**src/rtl/pulse_window_counter_if.sv**
```systemverilog
// Handshake/bus bundle for pulse_window_counter.
// master: upstream requester + result consumer; slave: the counter itself.
interface pulse_window_counter_if #(
  parameter int COUNT_W = 8,
  parameter int WIN_W   = 16
);
  logic               pulse_in;
  logic               start;
  logic [WIN_W-1:0]   window_len;
  logic               busy;
  logic               cnt_valid;
  logic               cnt_ready;
  logic [COUNT_W-1:0] cnt_data;
  logic               overflow;

  modport master (
    output pulse_in, start, window_len, cnt_ready,
    input  busy, cnt_valid, cnt_data, overflow
  );

  modport slave (
    input  pulse_in, start, window_len, cnt_ready,
    output busy, cnt_valid, cnt_data, overflow
  );
endinterface

```
**src/rtl/pulse_window_counter.sv**
```systemverilog
// pulse_window_counter: counts pulse_in over a window of window_len clk
// edges following an accepted start, then offers the count on a
// valid/ready result port.
// Optional build macro PULSE_CNT_SATURATE_EN: count saturates at all-ones
// instead of wrapping; overflow is sticky in both builds.
module pulse_window_counter #(
  parameter int COUNT_W = 8,
  parameter int WIN_W   = 16
) (
  input  logic                   clk,
  input  logic                   rst_n,
  pulse_window_counter_if.slave  bus
);

  typedef enum logic [1:0] {
    IDLE   = 2'd0,
    COUNT  = 2'd1,
    REPORT = 2'd2
  } state_t;

  state_t             r_state;
  logic [WIN_W-1:0]   r_rem;
  logic [COUNT_W-1:0] r_cnt;
  logic               r_ovf;
  logic               r_busy;
  logic               r_valid;

  logic               w_cnt_max;
  logic [COUNT_W-1:0] w_cnt_next;
  logic               w_last_edge;

  // Next count value for a sampled pulse; all-ones is the overflow point.
  assign w_cnt_max = &r_cnt;
`ifdef PULSE_CNT_SATURATE_EN
  assign w_cnt_next = w_cnt_max ? r_cnt : r_cnt + 1'b1;
`else
  assign w_cnt_next = r_cnt + 1'b1;
`endif

  // The edge that sees one remaining cycle is the Nth (last) window edge.
  assign w_last_edge = (r_rem == {{(WIN_W-1){1'b0}}, 1'b1});

  // Control FSM with all outputs registered alongside the state.
  always_ff @(posedge clk or negedge rst_n) begin
    if (!rst_n) begin
      r_state <= IDLE;
      r_rem   <= '0;
      r_cnt   <= '0;
      r_ovf   <= 1'b0;
      r_busy  <= 1'b0;
      r_valid <= 1'b0;
    end else begin
      case (r_state)
        IDLE: begin
          // cnt_data/overflow keep the last result until a new start.
          if (bus.start) begin
            r_cnt  <= '0;
            r_ovf  <= 1'b0;
            r_busy <= 1'b1;
            r_rem  <= bus.window_len;
            if (bus.window_len == '0) begin
              r_state <= REPORT;
              r_valid <= 1'b1;
            end else begin
              r_state <= COUNT;
            end
          end
        end
        COUNT: begin
          // start is ignored here; window_len was captured at accept.
          if (bus.pulse_in) begin
            r_cnt <= w_cnt_next;
            if (w_cnt_max) r_ovf <= 1'b1;
          end
          r_rem <= r_rem - 1'b1;
          if (w_last_edge) begin
            r_state <= REPORT;
            r_valid <= 1'b1;
          end
        end
        REPORT: begin
          // Hold result until the consumer takes it; start still ignored.
          if (bus.cnt_ready) begin
            r_state <= IDLE;
            r_valid <= 1'b0;
            r_busy  <= 1'b0;
          end
        end
        default: begin
          r_state <= IDLE;
          r_valid <= 1'b0;
          r_busy  <= 1'b0;
        end
      endcase
    end
  end

  assign bus.busy      = r_busy;
  assign bus.cnt_valid = r_valid;
  assign bus.cnt_data  = r_cnt;
  assign bus.overflow  = r_ovf;

endmodule

```
**src/flat_wrapper.sv**
```systemverilog
// flat-port wrapper written by rule: the top's interface ports become plain ports
module pulse_window_counter_flat 
#(
  parameter int COUNT_W = 8,
  parameter int WIN_W   = 16
)
  (clk, rst_n, bus_pulse_in, bus_start, bus_window_len, bus_cnt_ready, bus_busy, bus_cnt_valid, bus_cnt_data, bus_overflow);
  pulse_window_counter_if #(.COUNT_W(COUNT_W), .WIN_W(WIN_W)) bus_i ();
  input  logic clk;
  input  logic rst_n;
  input wire logic [$bits(bus_i.pulse_in)-1:0] bus_pulse_in;
  input wire logic [$bits(bus_i.start)-1:0] bus_start;
  input wire logic [$bits(bus_i.window_len)-1:0] bus_window_len;
  input wire logic [$bits(bus_i.cnt_ready)-1:0] bus_cnt_ready;
  output wire logic [$bits(bus_i.busy)-1:0] bus_busy;
  output wire logic [$bits(bus_i.cnt_valid)-1:0] bus_cnt_valid;
  output wire logic [$bits(bus_i.cnt_data)-1:0] bus_cnt_data;
  output wire logic [$bits(bus_i.overflow)-1:0] bus_overflow;
  assign bus_i.pulse_in = bus_pulse_in;
  assign bus_i.start = bus_start;
  assign bus_i.window_len = bus_window_len;
  assign bus_i.cnt_ready = bus_cnt_ready;
  assign bus_busy = bus_i.busy;
  assign bus_cnt_valid = bus_i.cnt_valid;
  assign bus_cnt_data = bus_i.cnt_data;
  assign bus_overflow = bus_i.overflow;
  pulse_window_counter #(.COUNT_W(COUNT_W), .WIN_W(WIN_W)) u_core (.clk(clk), .rst_n(rst_n), .bus(bus_i));
endmodule
```
**config.mk**
```make
export PLATFORM = sky130hd
export DESIGN_NAME = pulse_window_counter_flat
export DESIGN_NICKNAME = d
export VERILOG_FILES = /design/src/rtl/pulse_window_counter_if.sv /design/src/rtl/pulse_window_counter.sv /design/src/flat_wrapper.sv
export SDC_FILE = /design/constraint.sdc
export NUM_CORES = 1
export LEC_CHECK = 0
export CORE_ASPECT_RATIO = 0.9
export CORE_MARGIN = 2
export CORE_UTILIZATION = 40
export DETAILED_ROUTE_END_ITERATION = 12
export PLACE_DENSITY_LB_ADDON = 0.25
export REMOVE_ABC_BUFFERS = 1
export SLEW_MARGIN = 20
export SYNTH_ARGS = -nofsm -noshare
export SYNTH_HDL_FRONTEND = slang
export SYNTH_SLANG_ARGS = --single-unit
```
**constraint.sdc**
```tcl
create_clock -name clk -period 2.95 [get_ports clk]
set_input_delay 0.295 -clock clk [delete_from_list [all_inputs] [get_ports clk]]
set_output_delay 0.295 -clock clk [all_outputs]
set_load 0.005 [all_outputs]
```
Yosys cells after proc, flatten, opt, wreduce, memory -nomap -nowiden
Cells that the tools add are included.
- div/mod/pow operators: 0
- shift-type cells: 0
- multiply operators: 0
- $add $sub $neg: 2
- mux-type cells: 21
- order comparisons: 0
- reductions and logical operators: 10
- equality and inequality tests: 9
- bitwise logic cells: 1
- operator list (kind ; count):
    16-bit case mux with 2 select lines ; 1
    16-bit by 1-bit equality test with 1-bit output, second input constant ; 1
    16-bit logical NOT ; 1
    16-bit two-way mux ; 1
    8-bit two-way mux ; 2
    8-bit case mux with 2 select lines ; 1
    16-bit by 1-bit subtractor with 16-bit output, second input constant ; 1
    3-bit AND reduction ; 3
    8-bit by 1-bit adder with 8-bit output, second input constant ; 1
    1-bit two-way mux ; 8
    2-bit two-way mux ; 4
    4-bit AND reduction ; 2
    8-bit AND reduction ; 1
    2-bit by 1-bit != test with 1-bit output, second input constant ; 3
    2-bit != test, second input constant ; 3
    1-bit case mux with 3 select lines ; 2
    2-bit case mux with 3 select lines ; 1
    2-bit by 1-bit equality test with 1-bit output, second input constant ; 1
    2-bit equality test, second input constant ; 1
    2-bit logical NOT ; 1
    1-bit case mux with 2 select lines ; 1
    2-bit AND reduction ; 1
    2-bit nonzero test ; 1
    1-bit inverter ; 1
- input bits: 21
- bits in writable memories: 0
- ROM bits: 0
- register bits: 29
- word-level logic and storage cells: 49
- bits in latches: 0
- memories kept: 0
- output and inout port bits: 11

Logic depth before layout (Yosys ltp)
- word-level depth: 4
- gate-level depth with buffers: 6
- mapped depth without buffers: 6

Worst setup path after synthesis
No wires, ideal clock.
- path kind: flip-flop to flip-flop
- start: register u_core.r_rem[8]
- end: register u_core.r_rem[15]
- setup time: 69 ps
- data required time: 2881 ps
- arrival: 1853 ps
- clock period less this slack: 1922 ps
- path slack: 1028 ps
- stages on the path, launching flop included: 5
- cells stage by stage: dfrtp_1 -> or4_4 -> or3_4 -> or4_1 -> nand3_1
- word-level cells in the longest chain between the ends: 2
- ends and longest elaborated chain (what ; line ; text):
    start: declaration ; pulse_window_counter.sv:22 ; logic [WIN_W-1:0] r_rem;
    start signal: assignment ; pulse_window_counter.sv:60 ; r_rem <= bus.window_len;
    start signal: assignment ; pulse_window_counter.sv:75 ; r_rem <= r_rem - 1'b1;
    16-bit by 1-bit subtractor with 16-bit output ; pulse_window_counter.sv:75 ;
    16-bit case mux with 2 select lines ; pulse_window_counter.sv:53 ; case (r_state)
No other way between the ends.
A chain may end at the register's enable or synchronous reset.

Worst setup path in the final report
- start: register u_core.r_state[1]
- end: register u_core.r_cnt[3] (netlist: u_core.bus.cnt_data[3])
- word-level cells in the longest chain between the ends: 3
- elaborated cells on any way between the ends: 7
- ends and longest elaborated chain (what ; line ; text):
    start: declaration ; pulse_window_counter.sv:21 ; state_t r_state;
    start signal: assignment ; pulse_window_counter.sv:46 ; r_state <= IDLE;
    start signal: assignment ; pulse_window_counter.sv:62 ; r_state <= REPORT;
    start signal: assignment ; pulse_window_counter.sv:65 ; r_state <= COUNT;
    2-bit by 1-bit equality test with 1-bit output or 2-bit logical NOT (tied branches) ; pulse_window_counter.sv:53 ;
    2-bit != test (no source line) or 2-bit nonzero test (tied branches) ; n/a ;
    3-bit AND reduction (no source line) ; n/a ;
    end signal: assignment ; pulse_window_counter.sv:72 ; r_cnt <= w_cnt_next;
    end: declaration ; pulse_window_counter.sv:23 ; logic [COUNT_W-1:0] r_cnt;
Parallel ways exist; a longest one is shown, timed or not.

==> results.yml <==
status:
  status: "complete, no violations"
layout:
  n_antenna_cell: 0
  layout_common_cells: "clkdlybuf4s50_1, dfrtp_1, nor2_1, a21oi_1, nand2_1"
  layout_commonest_cell: "clkdlybuf4s50_1"
  finalInstanceArea_um2: 2300
  final_util: 0.518
  nets: 261
  nFillCells: 447
  area_growth_pct: 24.7
  drive_above_1_share: 0.105
place:
  dp_hpwl_um: 3390
  place.gp.congestion: 0.811
  io_buffers: 31
  pre_cts_slack_ns: 0.721
  placed_area_um2: 2190
cts:
  cts_buffers: 5
  cts_setup_buffers: 0
  clock_latency_ns: 0.29
  cts_tree: "done"
  root_buffer: "clkbuf_8"
  htreeDepth: 2
  hold_buffers: 0
  cts-resized-gates: 0
  clock_path_buffers: 2
  clk_pin_slew_ns: 0.07
  numClockSinks: 29
power_and_ir_drop:
  p_total_w: 0.00131
  max-vdd-ir-drop_uv: 309
  switchingPower_w: 0.000419
  p_leak_nw: 0.887
  p_sw_frac: 0.320
  power_density_nw_per_um2: 571
  clkPwrFrac: 0.280
  seqPwrFrac: 0.456
  internal-power_w: 0.000892
  combPwrFrac: 0.264
yosys:
  ys.flop_type: "dfrtp_1"
  syn_avg_cell_area_um2: 8.98
  synth_cells: 205
  synth_cell_types: 52
  synth-edff-count: 0
  syn_area_um2: 1840
  yosysWarningCount: 0
  ys_ff_latch: 29
  async_flop_share: 1.00
  ys_seq_area_frac: 0.394
  synth_top_area_frac: 0.394
  yosys-top-cells-area: "dfrtp_1, a21oi_1, nor2_1, o311ai_0, nand2_1"
  synth_largest_area_cell: "dfrtp_1"
worst_setup_path:
  endpoint_kind: "flop"
  r2r_end: "u_core.bus.cnt_data[3]$_DFFE_PN0P_"
  r2r_setup_slack_ns: 0.90
  worstRegToRegCells: 5
  reg2reg_from: "u_core.r_state[1]$_DFFE_PN0P_"
  crit_type: "flop to flop"
  crit_fanout: 22
  worst_ep_arrival_time_ns: 2.23
  critPathLaunchType: "flop"
  required_ns: 3.13
die:
  die-height_um: 68.4
  die_area_um2: 5160
  pin_count: 32
  die_w_um: 75.5
  core_area_um2: 4430
  initial_core_util: 0.415
  fp-row-count: 23
sta:
  final.setup.tns_ns: 0
  fmax_mhz: 488
  fin_ws_ns: 0.899
  slew_headroom: 0.540
  worst_pin_slew_ns: 0.690
  rsz0062_at_grt: "false"
  hold_violations: 0
  period_needed_ns: 2.05
  report.final.slew_viol_count: 0
  clock-skew-final_ns: 0.00317
  setup_viol: 0
  finalCritPeriodShare: 0.695
hold_path:
  hold_path.class: "input pin to asynchronous set/reset pin"
grt:
  grt_pass1_wl_um: 7820
  grt_max_degree: 30
  grt_use_total: 0.205
  grt_pass1_vias: 1559
  overflow: 0
  antenna_found_initial: 0
routing:
  dr.pass1.iters: 4
  vias: 1668
  ant_nets: 0
  wl_per_cell_um: 15.4
  totalWireLength_um: 4620
  drc: 0
  vias_per_cell: 5.56
  drt_first_iter_violations: 148
flow_run:
  drv_cap: 0
final cells by class:
| cell class | instances | area [um^2] | share of cell area |
|---|---|---|---|
| multi-input cells | 160 | 1020 | 0.446 |
| flip-flops and latches | 29 | 726 | 0.316 |
| repair buffers | 36 | 348 | 0.151 |
| clock buffers | 7 | 96.3 | 0.0420 |
| well taps | 62 | 77.6 | 0.0338 |
| inverters | 5 | 18.8 | 0.00817 |
| clock inverters | 1 | 5.00 | 0.00218 |
cell usage after synthesis, drive strengths merged (2+ instances only):
cell,count
or3,4
nor4,7
o311ai,7
nand2,15
o22a,3
nor4b,3
a211o,2
a221oi,2
or4,3
nor3,5
ha,3
o21ai,11
or3b,2
nor3b,6
a31oi,3
inv,5
nand3b,2
nand2b,4
and3,3
a21oi,16
nand3,7
clkbuf,11
nor2,18
xnor2,5
dfrtp,29
nand4,3
nor2b,6
registers in the layout (all words and copies together) (netlist names):
signal,count
u_core.bus.cnt_data,8
u_core.r_state,2
u_core.bus.overflow,1
u_core.bus.cnt_valid,1
u_core.r_rem,16
u_core.bus.busy,1
power groups by stage:
stage	registers, W	clock network [W]	logic [W]
final	0.000598	0.000367	0.000346
after global routing	0.000618	0.000387	0.000391
after CTS	0.000596	0.000374	0.000349
after detailed placement	0.000603	0	0.000348
after global placement	0.000602	0	0.000342
after floorplan	0.000581	0	0.000194
stage by stage:
step	hold slack, ns	std cells
3_5_place_dp	0.494	292
5_1_grt	0.455	300
6_report	0.396	300
4_1_cts	0.410	300
2_1_floorplan	-0.000591	194
3_3_place_gp	0.481	292
layer usage:
layer	up-vias	wire, um	track usage
met4	0	69	0.0724
met2	32	1990	0.304
met3	6	195	0.0471
met5	-	0	0
met1	791	2360	0.290
li1	839	-	-
how the worst max path moves through the flow:
| stage | startpoint | to | slack (ns) | depth (start not counted) |
|---|---|---|---|---|
| CTS | u_core.r_state[1]$_DFFE_PN0P_ | u_core.bus.cnt_data[3]$_DFFE_PN0P_ | 0.91 | 5 |
| detailed placement | bus_start | u_core.bus.cnt_data[3]$_DFFE_PN0P_ | 0.72 | 5 |
| finish | u_core.r_state[1]$_DFFE_PN0P_ | u_core.bus.cnt_data[3]$_DFFE_PN0P_ | 0.90 | 5 |
| floorplan | u_core.r_state[0]$_DFFE_PN0P_ | u_core.r_rem[8]$_DFFE_PN0P_ | 1.00 | 3 |
| global route | u_core.r_state[0]$_DFFE_PN0P_ | u_core.r_rem[7]$_DFFE_PN0P_ | 0.78 | 4 |
| global placement | bus_start | u_core.bus.cnt_data[3]$_DFFE_PN0P_ | 0.75 | 5 |
kinds of logic (layout without fill, tap and decap cells):
family	Yosys count	after routing	share of synthesized area
mux	1	1	0.00544
simple gates	93	93	0.293
compound gates	57	57	0.209
xor+xnor	6	6	0.0286
fa+ha+maj	3	3	0.0204
buf+inv	16	49	0.0489
flops	29	29	0.394
worst max-delay path, cell delays in order, from the launching register on:
cell and delay, ns:
dfrtp_1 0.64, buf_4 0.31, nor3b_1 0.46, buf_4 0.25, nor2_1 0.05, a31o_2 0.24
(Power assumes the default switching activity.)
